==> src/rtl/prog_mem_loader_pkg.sv <==
// Shared types and constants for the program-memory loader.
package prog_mem_loader_pkg;

    localparam int unsigned BYTE_W = 8;
    localparam logic [BYTE_W-1:0] SYNC_BYTE_DEF = 8'hA5;

    typedef enum logic [2:0] {
        ST_IDLE,
        ST_CNT,
        ST_HI,
        ST_LO,
        ST_CSUM,
        ST_DONE,
        ST_ERR
    } state_t;

endpackage

==> src/rtl/prog_mem_loader_timeout.sv <==
// Idle-cycle counter: cleared on activity, counts while enabled, flags when TIMEOUT is reached.
module loader_timeout #(
    parameter int unsigned TIMEOUT = 1000
) (
    input  logic clk,
    input  logic rst,
    input  logic clear,
    input  logic enable,
    output logic expired
);

    localparam int unsigned CNT_W = $clog2(TIMEOUT + 1);

    logic [CNT_W-1:0] cnt;

    assign expired = (cnt == CNT_W'(TIMEOUT));

    always_ff @(posedge clk or negedge rst) begin
        if (!rst) begin
            cnt <= '0;
        end else if (clear) begin
            cnt <= '0;
        end else if (enable && !expired) begin
            cnt <= cnt + 1'b1;
        end
    end

endmodule

==> src/rtl/prog_mem_loader.sv <==
// Framed byte stream -> 12-bit program-memory writes; holds the MCU in reset until an image loads.
// Optional trailing XOR checksum byte enabled with `define LOADER_CHECKSUM_EN.
module prog_mem_loader
    import prog_mem_loader_pkg::*;
#(
    parameter int unsigned DATA_W    = 12,
    parameter int unsigned ADDR_W    = 4,
    parameter int unsigned DEPTH     = 10,
    parameter logic [7:0]  SYNC_BYTE = SYNC_BYTE_DEF,
    parameter int unsigned TIMEOUT   = 1000
) (
    input  logic              clk,
    input  logic              rst,
    input  logic [7:0]        in_data,
    input  logic              in_valid,
    output logic              in_ready,
    output logic              pm_we,
    output logic [ADDR_W-1:0] pm_addr,
    output logic [DATA_W-1:0] pm_wdata,
    output logic              cpu_rst,
    output logic              load_done,
    output logic              load_err
);

    localparam logic [7:0] DEPTH_B = 8'(DEPTH);

    state_t            state;
    logic [ADDR_W:0]   nwords;
    logic [ADDR_W:0]   widx;
    logic [DATA_W-9:0] hi;
    logic              last_wr;
    logic              active;
    logic              is_sync;
    logic              tmo_expired;
`ifdef LOADER_CHECKSUM_EN
    logic [7:0]        csum;
`endif

    assign in_ready = 1'b1;
    assign is_sync  = (in_data == SYNC_BYTE);
    assign active   = (state == ST_CNT) || (state == ST_HI) ||
                      (state == ST_LO)  || (state == ST_CSUM);

    loader_timeout #(
        .TIMEOUT(TIMEOUT)
    ) u_timeout (
        .clk    (clk),
        .rst    (rst),
        .clear  (in_valid || !active),
        .enable (active),
        .expired(tmo_expired)
    );

    always_ff @(posedge clk or negedge rst) begin
        if (!rst) begin
            state     <= ST_IDLE;
            nwords    <= '0;
            widx      <= '0;
            hi        <= '0;
            last_wr   <= 1'b0;
            pm_we     <= 1'b0;
            pm_addr   <= '0;
            pm_wdata  <= '0;
            cpu_rst   <= 1'b1;
            load_done <= 1'b0;
            load_err  <= 1'b0;
`ifdef LOADER_CHECKSUM_EN
            csum      <= '0;
`endif
        end else begin
            pm_we <= 1'b0;
            // Final word without checksum: DONE is entered the cycle after its write strobe.
            if (last_wr) begin
                last_wr <= 1'b0;
                if (in_valid && is_sync) begin
                    state <= ST_CNT;
                    widx  <= '0;
                end else begin
                    state     <= ST_DONE;
                    load_done <= 1'b1;
                    cpu_rst   <= 1'b0;
                end
            end else if (active && tmo_expired) begin
                state    <= ST_ERR;
                load_err <= 1'b1;
            end else if (in_valid) begin
`ifdef LOADER_CHECKSUM_EN
                csum <= csum ^ in_data;
`endif
                case (state)
                    ST_IDLE, ST_DONE, ST_ERR: begin
                        if (is_sync) begin
                            state     <= ST_CNT;
                            cpu_rst   <= 1'b1;
                            load_done <= 1'b0;
                            load_err  <= 1'b0;
                            widx      <= '0;
`ifdef LOADER_CHECKSUM_EN
                            csum      <= '0;
`endif
                        end
                    end
                    ST_CNT: begin
                        nwords <= in_data[ADDR_W:0];
                        if (in_data > DEPTH_B) begin
                            state    <= ST_ERR;
                            load_err <= 1'b1;
                        end else if (in_data == 8'h00) begin
`ifdef LOADER_CHECKSUM_EN
                            state <= ST_CSUM;
`else
                            state     <= ST_DONE;
                            load_done <= 1'b1;
                            cpu_rst   <= 1'b0;
`endif
                        end else begin
                            state <= ST_HI;
                        end
                    end
                    ST_HI: begin
                        hi    <= in_data[DATA_W-9:0];
                        state <= ST_LO;
                    end
                    ST_LO: begin
                        pm_we    <= 1'b1;
                        pm_addr  <= widx[ADDR_W-1:0];
                        pm_wdata <= {hi, in_data};
                        widx     <= widx + 1'b1;
                        if ((widx + 1'b1) == nwords) begin
`ifdef LOADER_CHECKSUM_EN
                            state <= ST_CSUM;
`else
                            last_wr <= 1'b1;
`endif
                        end else begin
                            state <= ST_HI;
                        end
                    end
`ifdef LOADER_CHECKSUM_EN
                    ST_CSUM: begin
                        if (in_data == csum) begin
                            state     <= ST_DONE;
                            load_done <= 1'b1;
                            cpu_rst   <= 1'b0;
                        end else begin
                            state    <= ST_ERR;
                            load_err <= 1'b1;
                        end
                    end
`endif
                    default: ;
                endcase
            end
        end
    end

endmodule
==> config.mk <==
export PLATFORM = sky130hd
export DESIGN_NAME = prog_mem_loader
export DESIGN_NICKNAME = d
export VERILOG_FILES = /design/src/rtl/prog_mem_loader_pkg.sv /design/src/rtl/prog_mem_loader_timeout.sv /design/src/rtl/prog_mem_loader.sv
export SDC_FILE = /design/constraint.sdc
export NUM_CORES = 1
export LEC_CHECK = 0
export ABC_AREA = 1
export BUFFER_PORTS_ARGS = -buffer_cell sky130_fd_sc_hd__buf_2
export CAP_MARGIN = 20
export CORE_UTILIZATION = 50
export DETAILED_ROUTE_END_ITERATION = 16
export HOLD_SLACK_MARGIN = 0.15
export MAX_ROUTING_LAYER = met4
export PLACE_DENSITY = 0.7
export SETUP_SLACK_MARGIN = 0.4
export SYNTH_ARGS = -nofsm -noshare
export SYNTH_HDL_FRONTEND = slang
export SYNTH_SLANG_ARGS = --single-unit
==> constraint.sdc <==
create_clock -name clk -period 2.05 [get_ports clk]
set_clock_uncertainty 0.05 [all_clocks]
set_input_delay 0.1025 -clock clk [delete_from_list [all_inputs] [get_ports clk]]
set_output_delay 0.1025 -clock clk [all_outputs]
set_load 0.005 [all_outputs]
==> results of run 1 <==
sequential cells by signal, indices dropped and copies added (netlist names):
signal and flops:
nwords 5, load_done 1, pm_wdata 12, hi 4, load_err 1, pm_addr 4
u_timeout.cnt 10, widx 5, state 3, last_wr 1, pm_we 1, cpu_rst 1
area by class of cell:
class                   count  share of cell area
multi-input cells         217               0.387
flip-flops and latches     48               0.380
repair buffers             51               0.111
inverters                  42              0.0514
well taps                  67              0.0265
clock buffers               5              0.0217
clock inverters             3              0.0217
stage by stage:
step,std cells,utilization
floorplan,313,-
global placement,408,0.574
detailed placement,408,0.574
CTS,428,0.633
global route,433,0.662
finish,433,0.662
synth_stat cells, types with 4 or more instances:
library cell,instances,share of area
nand2_1,91,0.14
nor2_1,18,0.027
inv_1,37,0.055
nand4_1,9,0.022
o21ai_0,23,0.046
nor2_2,7,0.017
nand2_2,6,0.015
dfrtp_1,47,0.47
inv_2,4,0.0059
a21oi_1,6,0.012
nor3_1,5,0.0099
nand3_1,21,0.042
o21ai_1,4,0.0079
final timing paths:
check / start / end
max in group asynchronous: rst / cpu_rst
max: widx[0] / state[0]
max reg2reg: widx[0] / state[0]
min reg2reg: cpu_rst / cpu_rst
min in group asynchronous: rst / pm_wdata[8]
min: in_data[2] / nwords[2]
cell families after synthesis:
kind of cell	count (synthesis)	share of synthesized area
flops	48	0.476
fa+ha+maj	3	0.0149
buf+inv	48	0.0843
compound gates	42	0.0907
xor+xnor	1	0.00347
other cells	1	0.00149
simple gates	170	0.329
per-layer routing:
layer / track usage / vias to the layer above / share of wire
met3: 0.0442 / 6 / 0.033
met4: 0.0654 / 0 / 0.0097
li1: - / 1123 / -
met1: 0.318 / 1034 / 0.47
met2: 0.371 / 49 / 0.49
met5: - / - / 0
where the power goes:
group	leakage, nW	internal, W	switching, W
registers	0.620	0.00129	0.000243
clock network	0.0687	0.000491	0.000337
logic	0.871	0.000728	0.00101
worst register-to-register path, cell delays in order (launching register included):
cell and delay, ns:
dfrtp_2 0.44, ha_4 0.28, inv_2 0.04, nand2_2 0.05, nand2_2 0.05, nor2_2 0.12
nand3_2 0.11, nor2_4 0.15, nand4_4 0.12, nand3_4 0.11, nand2_1 0.06, nand2_1 0.05
what timing repair did:
action | in CTS | in global routing
resized for setup | 5 | 30
endpoints found under the setup margin | 25 | 36
hold buffers | 8 | 0
buffers inserted | 4 | 5
pin swaps | 6 | 12
cloned | 0 | 0
endpoints found under the hold margin | 41 | 0
==> impl_results.md, run 1 <==
- Run status: completed
- Final hold violation count: 0
- Pin slew with the least headroom to its limit: between 0.6 and 0.7 ns
- Buf/Inv on CP: 1
- Register area: 0.00120 sq mm
- Clock sink count: 48
- Endpoint type of the worst setup path: register
- Startpoint type of the worst setup path: register
- Final standard cell area without fillers: ~0.0032 sq mm
- Clock tree root driver cell: clkbuf_8
- Hold Crit Depth: 3
- Worst slew margin: 0.586
- Critical Path AT: 1.86 ns
- Peak fanout along the critical path: 4
- Nets@finish: 379
- Area of the core: 0.00479 sq mm
- Number of port buffers: 30
- Wire length per cell: 13.1 microns
- EDFF count, synth: 0
- Combined area of all synthesized cells: 0.00252 sq mm
- Total die area: 0.00534 sq mm
- Initial standard-cell utilization of the core: 0.527
- Placement Rows: 25
- Share of the clock period used by the worst path after layout: 0.812
- Mapped Nets: 327
- Clock H-tree levels: 2
- Cell with the largest stage delay on the worst path: dfrtp_2
- Worst stage delay on the critical path: roughly 0.44 ns
- Total power: approximately 0.004 W
- Via density per instance: approximately 5
- Worst hold margin: around 0.15 ns
- First drt pass iteration count: 4
- Total length of routed wires: ~5700 microns
- Synthesized flop and latch total: 48
- Fillers: 417
- Chain of cells forming the critical path: ha_4 -> inv_2 -> nand2_2 -> nand2_2 -> nor2_2 -> nand3_2 -> nor2_4 -> nand4_4 -> nand3_4 -> nand2_1 -> nand2_1
- Clock latency on the worst-skew pair: 0.30 ns
- Fin worst setup slack: 0.385 ns
- Fraction of registers with async set or reset after synthesis: 1.00
- Fmax achieved: about 600 MHz
- Grt total ovfl: 0
- Die Y-Extent: 73.0 microns
- Drc violations: 0
- Detailed Place HPWL: 3980 microns
- Maximum number of pins on one net before global-route repair: 30
- Most used flip-flop cell after synthesis: dfrtp_1
- Warnings from Yosys: 0
- Hold Crit Class: input pin to register
- Peak supply drop: 563 uV
- Cell area after placement: approximately 0.0027 sq mm
- Synth cell types: 36
- Number of cells on the critical path: 11
- Number of DRC markers in iteration 0: 142
- Horiz. Die Dim: ~73 microns
- Weighted congestion at the end of routability-driven global placement: 0.850
- Crit Path Class: register to register
- Vias in the first global route: ~2000
- Average footprint of a synthesized cell: 8.06 sq um
- Number of buffers on the longest clock path: 2
- Internal reg-to-reg setup slack: 0.38 ns
- Cell depth of the worst flop-to-flop path: 11
- Total routing resource utilization after global routing: 0.238
- Commonest cells after routing, fill and taps aside: nand2_1 (84), dfrtp_1 (45), inv_1 (33)
- Total via count after detailed routing: 2212
- Commonest non-fill, non-tap cell in the layout: nand2_1
- Power density of the placed cells: 1290 mW/mm^2
- Wire length of the first global-routing pass: 9230 microns
- Clock input transition at the sequential cells of the worst setup and hold paths: around 0.09 ns
- Final critical-path required period: 1.67 ns
- Share of post-route cells with drive strength above 1: 0.281
- Delay-heaviest family, CP: simple AND/OR/NAND/NOR gates
- Critical path required time: 2.25 ns
- Initial antenna violation count: 0
- Number of primary I/O pins: 32
- Sum of negative setup slack: 0 ns
- Setup slack after placement: 0.248 ns
- Syn-to-layout area delta: 25.5%
- Setup violation total in the final timing report: 0
- Final Max Slew Viols: 0
- Post-DRT Antenna Nets: 0
- Area used by multi-input combinational logic: about 0.0012 sq mm
- Static Leak: about 1.6 nW
- Post-Synthesis Cells: 313
- Antenna cell count: 0
- Clock buffers created by TritonCTS: 5
- Fraction of the yosys area taken by sequential cells: 0.476
- Total of max-cap violations: 0
- Unrepaired setup endpoints after global routing: yes
- Clock tree from TritonCTS: built
No activity file was read; power rests on OpenSTA's default activity.
==> inputs of run 2 (changes only) <==
--- a/config.mk
+++ b/config.mk
@@ -12,7 +12,7 @@
 export DETAILED_ROUTE_END_ITERATION = 16
 export HOLD_SLACK_MARGIN = 0.15
 export MAX_ROUTING_LAYER = met4
-export PLACE_DENSITY = 0.7
+export PLACE_DENSITY = 0.73
 export SETUP_SLACK_MARGIN = 0.4
 export SYNTH_ARGS = -nofsm -noshare
 export SYNTH_HDL_FRONTEND = slang
==> constraint.sdc (replaced) <==
create_clock -name clk -period 1.41 [get_ports clk]
set_clock_uncertainty 0.05 [all_clocks]
set_input_delay 0.0705 -clock clk [delete_from_list [all_inputs] [get_ports clk]]
set_output_delay 0.0705 -clock clk [all_outputs]
set_load 0.005 [all_outputs]
==> impl_results.md, run 2 (same netlist as run 1, synthesis figures left out) <==
- Run status: complete, but fails checks
- Violated checks: setup timing
- Syn-to-layout area delta: 49.3%
- Worst hold margin: 0.149 ns (-0.00133 ns)
- Clock tree from TritonCTS: built
- Clock input transition at the sequential cells of the worst setup and hold paths: 0.09 ns (about the same)
- Chain of cells forming the critical path: nand2_1 -> nor2_4 -> nand3_4 -> nand4_1 -> nand3_2 -> nand2_1 -> nand2_1
- Die Y-Extent: 73.0 microns (unchanged)
- Buf/Inv on CP: 0 (-1)
- Wire length of the first global-routing pass: 11600 microns (+25%)
- Number of cells on the critical path: 7 (-4)
- Setup slack after placement: -0.208 ns (-0.456 ns)
- Setup crit start: u_timeout.cnt[7]
- Clock tree root driver cell: clkbuf_8
- Fin worst setup slack: -0.294 ns (-0.679 ns)
- Clock sink count: 48 (unchanged)
- Largest registers: pm_wdata x12, u_timeout.cnt x10
- Placement Rows: 25 (unchanged)
- Final hold violation count: 0 (unchanged)
- Detailed Place HPWL: 4170 microns (+4.7%)
- Cell with the largest stage delay on the worst path: dfrtp_1
- Setup violation total in the final timing report: 48 (+48)
- Hold Startpoint: in_valid
- Critical register-to-register path startpoint: u_timeout.cnt[7]
- Commonest cells after routing, fill and taps aside: nand2_1 (66), dfrtp_1 (44), buf_4 (34)
- Weighted congestion at the end of routability-driven global placement: 0.914 (+7.4%)
- Via density per instance: 5.38 (+5.4%)
- Number of buffers on the longest clock path: 2 (unchanged)
- WL met2: 3770 microns (+36%)
- Critical Path AT: 1.85 ns (about the same)
- Hold Crit Class: input pin to register
- Cell depth of the worst flop-to-flop path: 7 (-4)
- First drt pass iteration count: 4 (unchanged)
- Grt total ovfl: 0 (unchanged)
- Commonest non-fill, non-tap cell in the layout: nand2_1
- Maximum number of pins on one net before global-route repair: 23 (-23%)
- Final critical-path required period: 1.70 ns (+0.0389 ns)
- Horiz. Die Dim: 73.0 microns (unchanged)
- Hold Crit Depth: 3 (unchanged)
- Number of cells in the design after placement: 437 (+7.1%)
- Clock buffers created by TritonCTS: 5 (unchanged)
- Fmax achieved: 587 MHz (-2.3%)
- Clock H-tree levels: 2 (unchanged)
- Share of the clock period used by the worst path after layout: 1.21 (+0.396)
- Peak fanout along the critical path: 8 (+4)
- Number of primary I/O pins: 32 (unchanged)
- Antenna cell count: 0 (unchanged)
- Initial standard-cell utilization of the core: 0.527 (unchanged)
- Nets@finish: 420 (+11%)
- Drc violations: 0 (unchanged)
- Clock latency on the worst-skew pair: 0.30 ns (about the same)
- Post-DRT Antenna Nets: 0 (unchanged)
- Detailed-route wire length on metal 1: 2930 microns (+10%)
- Total power: 0.00682 W (+67%)
- Vias in the first global route: 2434 (+23%)
- Core utilization of the finished layout: 0.787 (+0.126)
- Peak supply drop: 1190 uV (+110%)
- Top cell by count, worst path: nand2_1
- Highest routing layer actually used: met4
- Total die area: 0.00534 sq mm (unchanged)
- Total routing resource utilization after global routing: 0.301 (+0.0628)
- Met3 wire length: 452 microns (+140%)
- Power density of the placed cells: 1810 mW/mm^2 (+40%)
- Fillers: 305 (-27%)
- Critical path required time: 1.55 ns (-0.70 ns)
- Number of port buffers: 30 (unchanged)
- Final std cells w/o fill: 474 (+9.5%)
- Initial antenna violation count: 0 (unchanged)
- Endpoint type of the worst setup path: register
- Register ranked first by flip-flop count: pm_wdata
- Worst stage delay on the critical path: 0.40 ns (-0.04 ns)
- Share of post-route cells with drive strength above 1: 0.457 (+0.176)
- Total via count after detailed routing: 2552 (+15%)
- Static Leak: 1.83 nW (+17%)
- Crit Path Class: register to register
- Wire length per cell: 15.6 microns (+19%)
- Total of max-cap violations: 0 (unchanged)
- Number of DRC markers in iteration 0: 117 (-18%)
- Delay-heaviest family, CP: simple AND/OR/NAND/NOR gates
- Unrepaired setup endpoints after global routing: yes
- Final Max Slew Viols: 0 (unchanged)
- Startpoint type of the worst setup path: register
- Flip-flop count of the largest register, all copies and words added: 12 (unchanged)
- Total length of routed wires: 7400 microns (+30%)
- Area of the core: 0.00479 sq mm (unchanged)
-- run 2: worst min-delay path, stage by stage --
cell	delay, ns
buf_2	0.19
nand3_1	0.12
o211ai_1	0.08
-- run 2: metal layers --
layer,global-route usage,vias up
li1,-,1204
met1,0.366,1217
met2,0.504,104
met3,0.0525,27
met4,0.105,0
met5,-,-
-- run 2: worst paths after layout --
check / end / slack, ns
worst max-delay path: state[0] / -0.29
worst min-delay path: load_err / 0.15
worst max register to register: state[0] / -0.29
worst min register to register: pm_wdata[9] / 0.44
max in group asynchronous: u_timeout.cnt[2] / 0.59
min in group asynchronous: hi[2] / 0.20
-- run 2: final cells by class --
cell class                      count  area (sq um)  share of cell area
Multi-Input combinational cell    219          1480               0.392
Timing Repair Buffer               90           736               0.195
Sequential cell                    48          1210               0.320
Tap cell                           67          83.8              0.0222
Clock inverter                      2          13.8             0.00365
Inverter                           42           169              0.0448
Clock buffer                        6          82.6              0.0219
-- run 2: report_power, final --
part,switching (W),leakage [nW],internal [W]
sequential,0.000469,0.619,0.00187
combinational,0.00189,1.16,0.00169
clock,0.000487,0.0516,0.000402
-- run 2: what timing repair did --
| item | 4_1_cts | 5_1_grt |
|---|---|---|
| cloned | 3 | 0 |
| resized for setup | 48 | 46 |
| buffers inserted | 15 | 2 |
| pin swaps | 20 | 11 |
| setup endpoints to repair | 49 | 49 |
| hold buffers | 9 | 0 |
| endpoints found under the hold margin | 66 | 0 |
-- run 2: metrics by stage --
stage / TNS [ns] / area (sq um)
2_1_floorplan: -0.440 / 2590
3_3_place_gp: -2.44 / 3050
3_5_place_dp: -3.53 / 3050
4_1_cts: -3.68 / 3580
5_1_grt: -10.54 / 3770
6_report: -7.91 / 3770
==> inputs of run 3 (changes only) <==
--- a/config.mk
+++ b/config.mk
@@ -5,7 +5,6 @@
 export SDC_FILE = /design/constraint.sdc
 export NUM_CORES = 1
 export LEC_CHECK = 0
-export ABC_AREA = 1
 export BUFFER_PORTS_ARGS = -buffer_cell sky130_fd_sc_hd__buf_2
 export CAP_MARGIN = 20
 export CORE_UTILIZATION = 50
==> impl_results.md, run 3 <==
- Run status: complete, but fails checks
- Violated checks: setup timing
- Clk pwr share: 0.137 (+0.007)
- Commonest non-fill, non-tap cell in the layout: buf_4
- Endpoint type of the worst setup path: register
- Power density of the placed cells: 1860 mW/mm^2 (+2.7%)
- Synthesized flop and latch total: 48 (unchanged)
- Average footprint of a synthesized cell: 11.6 sq um (+43%)
- Nets@finish: 353 (-16%)
- Clock input transition at the sequential cells of the worst setup and hold paths: 0.09 ns (about the same)
- First drt pass iteration count: 4 (unchanged)
- Total via count after detailed routing: 2295 (-10%)
- Commonest cells after routing, fill and taps aside: buf_4 (63), dfrtp_1 (47), buf_2 (30)
- Chain of cells forming the critical path: inv_2 -> ha_4 -> nand4b_1 -> buf_4 -> nor3_4 -> buf_4 -> buf_6 -> mux2_4 -> nor2b_4
- Register ranked first by flip-flop count: pm_wdata
- Fmax achieved: 461 MHz (-21%)
- Vias in the first global route: 2253 (-7.4%)
- Total length of routed wires: 8030 microns (+8.6%)
- Net switching fraction of the power: 0.359 (-0.0588)
- CTS Hold Bufs: 8 (-1)
- Initial standard-cell utilization of the core: 0.521 (-0.00679)
- Critical register-to-register path endpoint: u_timeout.cnt[1]
- Critical register-to-register path startpoint: u_timeout.cnt[1]
- Final critical-path required period: 2.17 ns (+0.464 ns)
- Number of DRC markers in iteration 0: 126 (+7.7%)
- Antenna cell count: 0 (unchanged)
- Drc violations: 0 (unchanged)
- Cell-internal power: 0.00486 W (+22%)
- Fillers: 231 (-24%)
- Mapped Nets: 228 (-30%)
- Grt total ovfl: 0 (unchanged)
- Number of cells in the design after placement: 355 (-19%)
- Cell type with the largest total area after synthesis: dfrtp_1
- Final hold violation count: 0 (unchanged)
- Detailed Place HPWL: 3810 microns (-8.7%)
- EDFF count, synth: 0 (unchanged)
- Die Y-Extent: 72.4 microns (-0.94%)
- Fraction of registers with async set or reset after synthesis: 1.00 (unchanged)
- Clock latency on the worst-skew pair: 0.31 ns (about the same)
- Fraction of the yosys area taken by sequential cells: 0.486 (+0.00939)
- Wire length of the first global-routing pass: 11600 microns (+0.41%)
- Peak fanout along the critical path: 5 (-3)
- Total die area: 0.00524 sq mm (-1.9%)
- Cell with the largest stage delay on the worst path: dfrtp_1
- Initial antenna violation count: 0 (unchanged)
- Critical path required time: 1.57 ns (+0.02 ns)
- Share of the clock period used by the worst path after layout: 1.54 (+0.329)
- Hold endpoint: pm_wdata[1]
- Top cell by count, worst path: buf_4
- Maximum number of pins on one net before global-route repair: 49 (+110%)
- Clock H-tree levels: 2 (unchanged)
- Number of primary I/O pins: 32 (unchanged)
- Top cells by area, synth: dfrtp_1 (48%), mux2_2 (10%), xnor2_1 (3.2%), mux2_4 (2.4%), a21oi_1 (2.2%)
- Peak supply drop: 925 uV (-22%)
- Placement Rows: 25 (unchanged)
- Share of post-route cells with drive strength above 1: 0.609 (+0.152)
- Total routing resource utilization after global routing: 0.308 (+0.00670)
- Most used flip-flop cell after synthesis: dfrtp_1
- Horiz. Die Dim: 72.4 microns (-0.94%)
- Via density per instance: 5.64 (+4.7%)
- Critical Path AT: 2.33 ns (+0.48 ns)
- Clock tree from TritonCTS: built
- Net load switching power: 0.00272 W (-4.4%)
- Delay-heaviest family, CP: buffers and inverters
- Clock tree root driver cell: clkbuf_8
- Comb power frac: 0.579 (+0.053)
- Clock buffers created by TritonCTS: 5 (unchanged)
- Sequential fraction of design power: 0.284 (-0.060)
- Worst stage delay on the critical path: 0.42 ns (+0.02 ns)
- Syn-to-layout area delta: 65.0%
- Post-DRT Antenna Nets: 0 (unchanged)
- Sum of negative setup slack: -27.92 ns (-20.01 ns)
- Core utilization of the finished layout: 0.859 (+0.0712)
- Most frequent cells after synthesis: dfrtp_1 (47), mux2_2 (23), nor2_1 (12)
- Wire length per cell: 19.7 microns (+26%)
- Weighted congestion at the end of routability-driven global placement: 0.895 (-2.1%)
- Warnings from Yosys: 0 (unchanged)
- Internal reg-to-reg setup slack: -0.76 ns (-0.46 ns)
- Area of the core: 0.00475 sq mm (-0.65%)
- Static Leak: 1.89 nW (+3.6%)
- Hold Crit Class: input pin to register
- Clock sink count: 48 (unchanged)
- Number of port buffers: 30 (unchanged)
- Hold Crit Depth: 3 (unchanged)
- Hold Startpoint: in_data[1]
- Crit Path Class: register to register
- Cell depth of the worst flop-to-flop path: 9 (+2)
- Most common cell in the synthesized netlist: dfrtp_1
- Setup violation total in the final timing report: 48 (unchanged)
- Total of max-cap violations: 0 (unchanged)
- Largest registers: pm_wdata x12, u_timeout.cnt x10
- Flip-flop count of the largest register, all copies and words added: 12 (unchanged)
- Final Max Slew Viols: 0 (unchanged)
- Synth cell types: 55 (+53%)
- Fin worst setup slack: -0.758 ns (-0.464 ns)
- Post-Synthesis Cells: 214 (-32%)
- Number of buffers on the longest clock path: 2 (unchanged)
- Buf/Inv on CP: 4 (+4)
- Startpoint type of the worst setup path: register
- Combined area of all synthesized cells: 0.00247 sq mm (-1.9%)
- Final std cells w/o fill: 407 (-14%)
- Number of cells on the critical path: 9 (+2)
- Unrepaired setup endpoints after global routing: yes
- Portion of synthesized cell area occupied by the leading cell type: 0.475 (+0.00919)
-- run 3: cell count changes in the layout (fill, tap and decap cells not counted), moves of 14 or more --
cell	change
o21ai_1	-14
buf_4	+29
nand2_1	-62
mux2_4	+22
inv_1	-17
nand2_2	-19
-- run 3: cell families (layout without fill, tap and decap cells) --
logic type | after synthesis | after routing | share of synthesized area
compound gates | 38 | 38 | 0.105
xor+xnor | 17 | 17 | 0.0713
fa+ha+maj | 3 | 3 | 0.0152
buf+inv | 19 | 142 | 0.0364
flops | 48 | 48 | 0.486
mux | 29 | 29 | 0.137
other cells | 1 | 1 | 0.00152
simple gates | 59 | 62 | 0.148
-- run 3: worst reg2reg max path, cell delays in order, from the launching register on --
cell,delay [ns]
dfrtp_1,0.42
inv_2,0.11
ha_4,0.14
nand4b_1,0.16
buf_4,0.20
nor3_4,0.26
buf_4,0.17
buf_6,0.12
mux2_4,0.30
nor2b_4,0.13
-- run 3: power by group through the flow --
stage / combinational (W) / clock, W / sequential (W)
after global routing: 0.00463 / 0.00110 / 0.00219
after global placement: 0.00247 / 0 / 0.00209
after floorplan: 0.00163 / 0 / 0.00210
after CTS: 0.00337 / 0.00105 / 0.00210
after detailed placement: 0.00252 / 0 / 0.00212
final: 0.00439 / 0.00104 / 0.00215
-- run 3: how the worst max path moves through the flow --
stage | end | startpoint
2_1_floorplan | state[1] | widx[0]
3_3_place_gp | pm_wdata[10] | u_timeout.cnt[0]
3_5_place_dp | pm_wdata[6] | u_timeout.cnt[1]
4_1_cts | state[1] | widx[0]
5_1_grt | u_timeout.cnt[1] | u_timeout.cnt[1]
6_report | u_timeout.cnt[1] | u_timeout.cnt[1]
-- run 3: final cells by class --
cell class | instances | area (sq um) | area share
clock buffers | 5 | 68.8 | 0.0169
clock inverters | 3 | 46.3 | 0.0113
inverters | 10 | 37.5 | 0.00919
multi-input cells | 150 | 1640 | 0.403
flip-flops and latches | 48 | 1200 | 0.295
well taps | 67 | 83.8 | 0.0205
repair buffers | 124 | 1000 | 0.245
-- run 3: metrics by stage --
step	instance area [sq um]	hold WS, ns	setup slack, ns	total power, W
2_1_floorplan	2550	-0.275	-0.506	0.00373
3_3_place_gp	3140	0.0262	-0.872	0.00456
3_5_place_dp	3140	0.0249	-0.924	0.00464
4_1_cts	3830	0.112	-0.633	0.00652
5_1_grt	4080	0.120	-0.847	0.00792
6_report	4080	0.126	-0.758	0.00759
-- run 3: repair_timing --
action,CTS,global route
pin swaps,18,23
cloned,2,1
hold endpoints to repair,65,3
gates resized for setup,65,24
buffers inserted,22,11
endpoints found under the setup margin,49,49
-- run 3: per-layer routing --
| layer | wire length (microns) | track usage | up-vias |
|---|---|---|---|
| met2 | 4130 | 0.508 | 75 |
| met4 | 192 | 0.129 | 0 |
| met3 | 314 | 0.0556 | 18 |
| li1 | - | - | 1023 |
| met5 | 0 | - | - |
| met1 | 3390 | 0.372 | 1179 |
